===== src/rtl/fold_karatsuba_mul_pkg.sv =====
// Shared widths and tap payload for the fold-stage constant multiplier.
package fold_karatsuba_mul_pkg;

    localparam int unsigned LIMB = 64;
    localparam int unsigned HALF = 128;
    localparam int unsigned FULL = 256;
    localparam int unsigned OUT  = 384;

    // Karatsuba widths: limb sum, middle term, sum product
    localparam int unsigned KW_S = 65;
    localparam int unsigned KW_M = 129;
    localparam int unsigned KW_C = 130;

    // Debug taps exposed by each 128x128 half multiplier
    typedef struct packed {
        logic [KW_C-1:0] c_1;   // stage-1 sum product X1X0*(k1+k0)
        logic [HALF-1:0] b_2;   // stage-2 forwarded low-limb product X0*k0
        logic [KW_M-1:0] m_2;   // stage-2 middle term X1*k0 + X0*k1
    } kara_taps_t;

endpackage


===== src/rtl/fold_karatsuba_mul_karatsuba_128x128_const.sv =====
// Three-stage Karatsuba multiplier of a 128-bit operand by a 128-bit constant.
module karatsuba_128x128_const
    import fold_karatsuba_mul_pkg::*;
#(
    parameter logic [HALF-1:0] KJ = HALF'(1)
) (
    input  logic             clock,
    input  logic             reset,
    input  logic [HALF-1:0]  x,
    input  logic [KW_S-1:0]  x1x0,
    output logic [FULL-1:0]  q,
    output kara_taps_t       taps
);

    localparam logic [LIMB-1:0] K_HI  = KJ[HALF-1:LIMB];
    localparam logic [LIMB-1:0] K_LO  = KJ[LIMB-1:0];
    localparam logic [KW_S-1:0] K_SUM = KW_S'(K_HI) + KW_S'(K_LO);

    logic [HALF-1:0] a1_d, a1_q, b1_d, b1_q;
    logic [KW_C-1:0] c1_d, c1_q;
    logic [HALF-1:0] a2_d, a2_q, b2_d, b2_q;
    logic [KW_M-1:0] m2_d, m2_q;
    logic [FULL-1:0] q3_d, q3_q;

    // Limb products, middle-term recovery and half-product assembly
    always_comb begin
        a1_d = HALF'(x[HALF-1:LIMB]) * HALF'(K_HI);
        b1_d = HALF'(x[LIMB-1:0]) * HALF'(K_LO);
        c1_d = KW_C'(x1x0) * KW_C'(K_SUM);
        a2_d = a1_q;
        b2_d = b1_q;
        // Exact for a consistent x1x0: the difference is X1*k0 + X0*k1 < 2^129
        m2_d = KW_M'(c1_q - KW_C'(a1_q) - KW_C'(b1_q));
        q3_d = (FULL'(a2_q) << HALF) + (FULL'(m2_q) << LIMB) + FULL'(b2_q);
    end

    // Pipeline registers, advancing every clock
    always_ff @(posedge clock) begin
        if (reset) begin
            a1_q <= '0;
            b1_q <= '0;
            c1_q <= '0;
            a2_q <= '0;
            b2_q <= '0;
            m2_q <= '0;
            q3_q <= '0;
        end else begin
            a1_q <= a1_d;
            b1_q <= b1_d;
            c1_q <= c1_d;
            a2_q <= a2_d;
            b2_q <= b2_d;
            m2_q <= m2_d;
            q3_q <= q3_d;
        end
    end

    assign q        = q3_q;
    assign taps.c_1 = c1_q;
    assign taps.b_2 = b2_q;
    assign taps.m_2 = m2_q;

endmodule


===== src/rtl/fold_karatsuba_mul.sv =====
// Four-stage 128x256 constant multiplier for the modular fold stage.
module fold_karatsuba_mul
    import fold_karatsuba_mul_pkg::*;
#(
    parameter logic [FULL-1:0] K = {128'h1, 128'h1}
) (
    input  logic             clock,
    input  logic             reset,
    input  logic             in_valid,
    input  logic [HALF-1:0]  X,
    input  logic [KW_S-1:0]  X1X0,
    output logic [OUT-1:0]   P,
    output logic             out_valid,
    output logic [KW_C-1:0]  sum_1,
    output logic [HALF-1:0]  P00_2,
    output logic [KW_M-1:0]  T1K_2,
    output logic [HALF-1:0]  result_4
);

    kara_taps_t      taps [2];
    logic [FULL-1:0] q    [2];

    // Half products X*K0 (j=0) and X*K1 (j=1)
    for (genvar j = 0; j < 2; j++) begin : g_half
        karatsuba_128x128_const #(
            .KJ(K[j*HALF +: HALF])
        ) u_kara (
            .clock (clock),
            .reset (reset),
            .x     (X),
            .x1x0  (X1X0),
            .q     (q[j]),
            .taps  (taps[j])
        );
    end

    logic [OUT-1:0] p_d, p_q;
    logic [3:0]     valid_d, valid_q;

    // Final combine of the two half products and valid delay line
    always_comb begin
        p_d     = OUT'(q[0]) + (OUT'(q[1]) << HALF);
        valid_d = {valid_q[2:0], in_valid};
    end

    // Output stage and valid pipe
    always_ff @(posedge clock) begin
        if (reset) begin
            p_q     <= '0;
            valid_q <= '0;
        end else begin
            p_q     <= p_d;
            valid_q <= valid_d;
        end
    end

    assign P         = p_q;
    assign out_valid = valid_q[3];
    assign result_4  = p_q[HALF-1:0];
    assign sum_1     = taps[0].c_1;
    assign P00_2     = taps[0].b_2;
    assign T1K_2     = taps[0].m_2;

endmodule


===== config.mk =====
export PLATFORM = sky130hd
export DESIGN_NAME = fold_karatsuba_mul
export DESIGN_NICKNAME = d
export VERILOG_FILES = /design/src/rtl/fold_karatsuba_mul_pkg.sv /design/src/rtl/fold_karatsuba_mul_karatsuba_128x128_const.sv /design/src/rtl/fold_karatsuba_mul.sv
export SDC_FILE = /design/constraint.sdc
export NUM_CORES = 1
export LEC_CHECK = 0
export BUFFER_PORTS_ARGS = -buffer_cell sky130_fd_sc_hd__buf_2
export CAP_MARGIN = 20
export CORE_AREA = 2 2 433 435
export CTS_CLUSTER_DIAMETER = 80
export DETAILED_ROUTE_END_ITERATION = 6
export DIE_AREA = 0 0 435 437
export PLACE_DENSITY = 0.49
export REMOVE_ABC_BUFFERS = 1
export SYNTH_ARGS = -nofsm -noshare
export SYNTH_HDL_FRONTEND = slang
export SYNTH_SLANG_ARGS = --single-unit

===== constraint.sdc =====
create_clock -name clock -period 5.6 [get_ports clock]
set_clock_uncertainty 0.1 [all_clocks]
set_input_delay 0.56 -clock clock [delete_from_list [all_inputs] [get_ports clock]]
set_output_delay 0.56 -clock clock [all_outputs]
set_load 0.02 [all_outputs]

==> impl_metrics.toml <==
[logic_synthesis]
synth_edf_count = 0
synth_top_family_by_area = "simple AND/OR/NAND/NOR gates"
synthAdderAreaFrac_pct = 4.488
synth_common_cells = "dfxtp_1 (841), nor2b_1 (544), nor2_1 (408), buf_4 (319), a21oi_1 (227)"
synth-seq-cells = 841
synth_area_leaders = "dfxtp_1 (45%), nor2b_1 (9.2%), buf_4 (6.4%)"
syn_inst = 4060
synth_compound_area_share_pct = 12.33
ys_warn_count = 0
synth.distinct_cells = 76
yosysTopAreaCell = "dfxtp_1"
syn_area_sq_um = 37130
synth_simple_gate_area_share_pct = 22.13
syn_avg_cell_area_sq_um = 9.146
ys_seq_area_share_pct = 45.34
async_flop_share_pct = 0
synth.most_common_cell = "dfxtp_1"
synth-xor-area-share_pct = 1.840
synth_ff_type = "dfxtp_1"
netlist.area_leader.share_pct = 45.34
muxShareOfSynthArea_pct = 4.185

[route]
wire_per_inst_um = 27.07
drc = 0
num_vias = 31946
drt_iter0_markers = 1839
dr.pass1.iters = 5
totalWireLength_mm = 201.7
drt.antenna.violating_nets = 0
via_per_inst = 4.288

[timing]
hold_violations = 0
rsz0062_at_grt = "false"
finalSetupTns_ns = 0
setup_viol = 0
finalMaxSlewViolations = 0
fin_hold_ws_ns = 0.05531
worst_slew_pin_slew_ns = 1.086
timing.slew.headroom_pct = 27.14
fin_crit_sh_pct = 92.04
layout_min_cycle_time_ns = 5.154
max_freq_ghz = 0.1940

[setup_path]
cp_data_required_time_ns = 6.13
cpMaxStageDelayCell = "a2111oi_0"
reg2reg_from = "g_half[1].u_kara.q[128]"
startpoint = "g_half[1].u_kara.q[128]"
crit_arrival_ns = 5.68
start_kind = "flip-flop"
r2r-end = "P[298]"
path_max_fanout = 20
cp_cell_sequence = "ha_1 > inv_1 > fa_1 > nor2b_1 > o311ai_1 > a211oi_2 > o311ai_1 > a21o_1 > a2111oi_4 > buf_4 > o21ai_4 > a2111oi_0 > buf_4 > mux2_2"
critPathMaxStageDelay_ns = 0.74
crit_type = "flip-flop to flip-flop"
reg2reg_depth = 14
cp_top_family = "compound AO/OA/AOI/OAI gates"
critPathBufInv = 3
crit_path_end_kind = "flip-flop"
rrSetupSlack_ns = 0.45

[clock_tree]
cts.htree.levels = 3
clk_pin_slew_ns = 0.06
cts_tree = "yes"
cts-root-buf = "clkbuf_16"
cts_setup_buffers = 0
numCtsBuffers = 101
clock_latency_ns = 0.75
cts.path.max_buffers = 3
cts.sinks = 841

[die]
rows = 158
die_w_um = 435
die_h_um = 437
initial_core_util_pct = 20.07
die-area_sq_um = 190100
ios = 1096
core_area_sq_um = 185000

[global_routing]
grtUsageMet3_pct = 3.916
grt_use_met1_pct = 24.09
gr-total-overflow = 0
grt_pass1_wl_mm = 266.3
grt_max_degree = 166
grt.met2_usage_pct = 35.06
track_usage_pct = 20.28
grt_busiest_layer = "met2"
antenna_found_initial = 14
grt_pass1_vias = 30965

[final_layout]
seq_area_sq_um = 16840
multi_input_area_sq_um = 17460
syn_to_final_growth_pct = 28.22
final_util_pct = 25.73
drive_gt1_share_pct = 25.93
nFillCells = 20303
layout.nets = 5205

[pwr]
vdd_drop_max_mv = 0.2462
p_per_area_nw_per_um2 = 344.6
power_leakage_nw = 21.26

[flow_run]
drv_cap = 0

[min_path]
hold_end = "g_half[0].u_kara.b1_q[25]"
hold_start = "X[25]"
hp-class = "input port to flip-flop"
worstHoldPathCells = 2

[placed_design]
gp_congestion = 0.9143
dpl.hpwl_mm = 165.3
place.port_buffers = 840

[outcome]
status = "finished, final reports clean"
[placed cells by master (no fill, tap or decap), drive strengths merged, types with 47 or more instances in the layout]
| cell | n |
|---|---|
| a21o | 89 |
| a21oi | 227 |
| a31oi | 47 |
| and3 | 51 |
| buf | 909 |
| clkbuf | 141 |
| conb | 191 |
| dfxtp | 841 |
| dlygate4sd3 | 128 |
| ha | 130 |
| inv | 121 |
| mux2 | 138 |
| nand2 | 168 |
| nand3 | 101 |
| nand4 | 92 |
| nor2 | 408 |
| nor2b | 544 |
| nor3 | 74 |
| o21ai | 83 |
| xnor2 | 49 |
[how the worst max path moves through the flow]
stage	end	cells past startpoint
final	P[298]	14
after floorplan	P[215]	10
after global routing	P[298]	14
after detailed placement	P[298]	14
after global placement	P[298]	14
after CTS	P[298]	14
[flip-flops by register name, indices dropped and copies added (netlist names)]
name and cells:
g_half.u_kara.b2_q 64, g_half.u_kara.b1_q 64, g_half.u_kara.q 193, P 322, valid_q 4, g_half.u_kara.c1_q 65, g_half.u_kara.m2_q 129
[timing repair]
item	CTS	global route
resized for setup	0	0
hold endpoints to repair	128	0
setup endpoints to repair	0	0
hold buffers	128	0
[layout make-up]
class                           count  share of cell area, %
Antenna cell                        7                0.03679
Sequential cell                   841                  35.36
Clock inverter                     48                  1.642
Clock buffer                      141                  6.029
Timing Repair Buffer             1037                  12.84
Multi-Input combinational cell   2783                  36.68
Tap cell                         2480                  6.517
Inverter                          113                 0.8909
[power breakdown]
group          switching (mW)  internal [mW]  total (mW)
registers               0.398           6.36        6.76
logic                    1.59          0.795        2.38
clock network            2.88           4.39        7.27
total                    4.86           11.5        16.4
[stage by stage]
step | total power, mW | instance area (sq um) | worst slack (ns) | std cells
after global placement | 9.209 | 42660 | 0.4795 | 7126
after CTS | 16.62 | 47590 | 0.4511 | 7443
after global routing | 17.01 | 47600 | 0.1947 | 7444
final | 16.40 | 47610 | 0.4460 | 7450
after detailed placement | 9.212 | 42660 | 0.4707 | 7126
after floorplan | 7.993 | 34680 | 1.066 | 3737
[logic make-up after synthesis]
family,after synthesis
and+or+nand+nor,1564
AOI/OAI and AO/OA,680
other,1
muxes,138
buffers and inverters,626
xor gates and xnor gates,78
adders and majority gates,132
DFF,841
[metal layers]
metal  up-vias  wire length [um]
li1      14957                 -
met3       282             10970
met5         -                 0
met2      1106             97770
met1     15601             82720
met4         0             10210
Power figures use the tool's default switching activity.
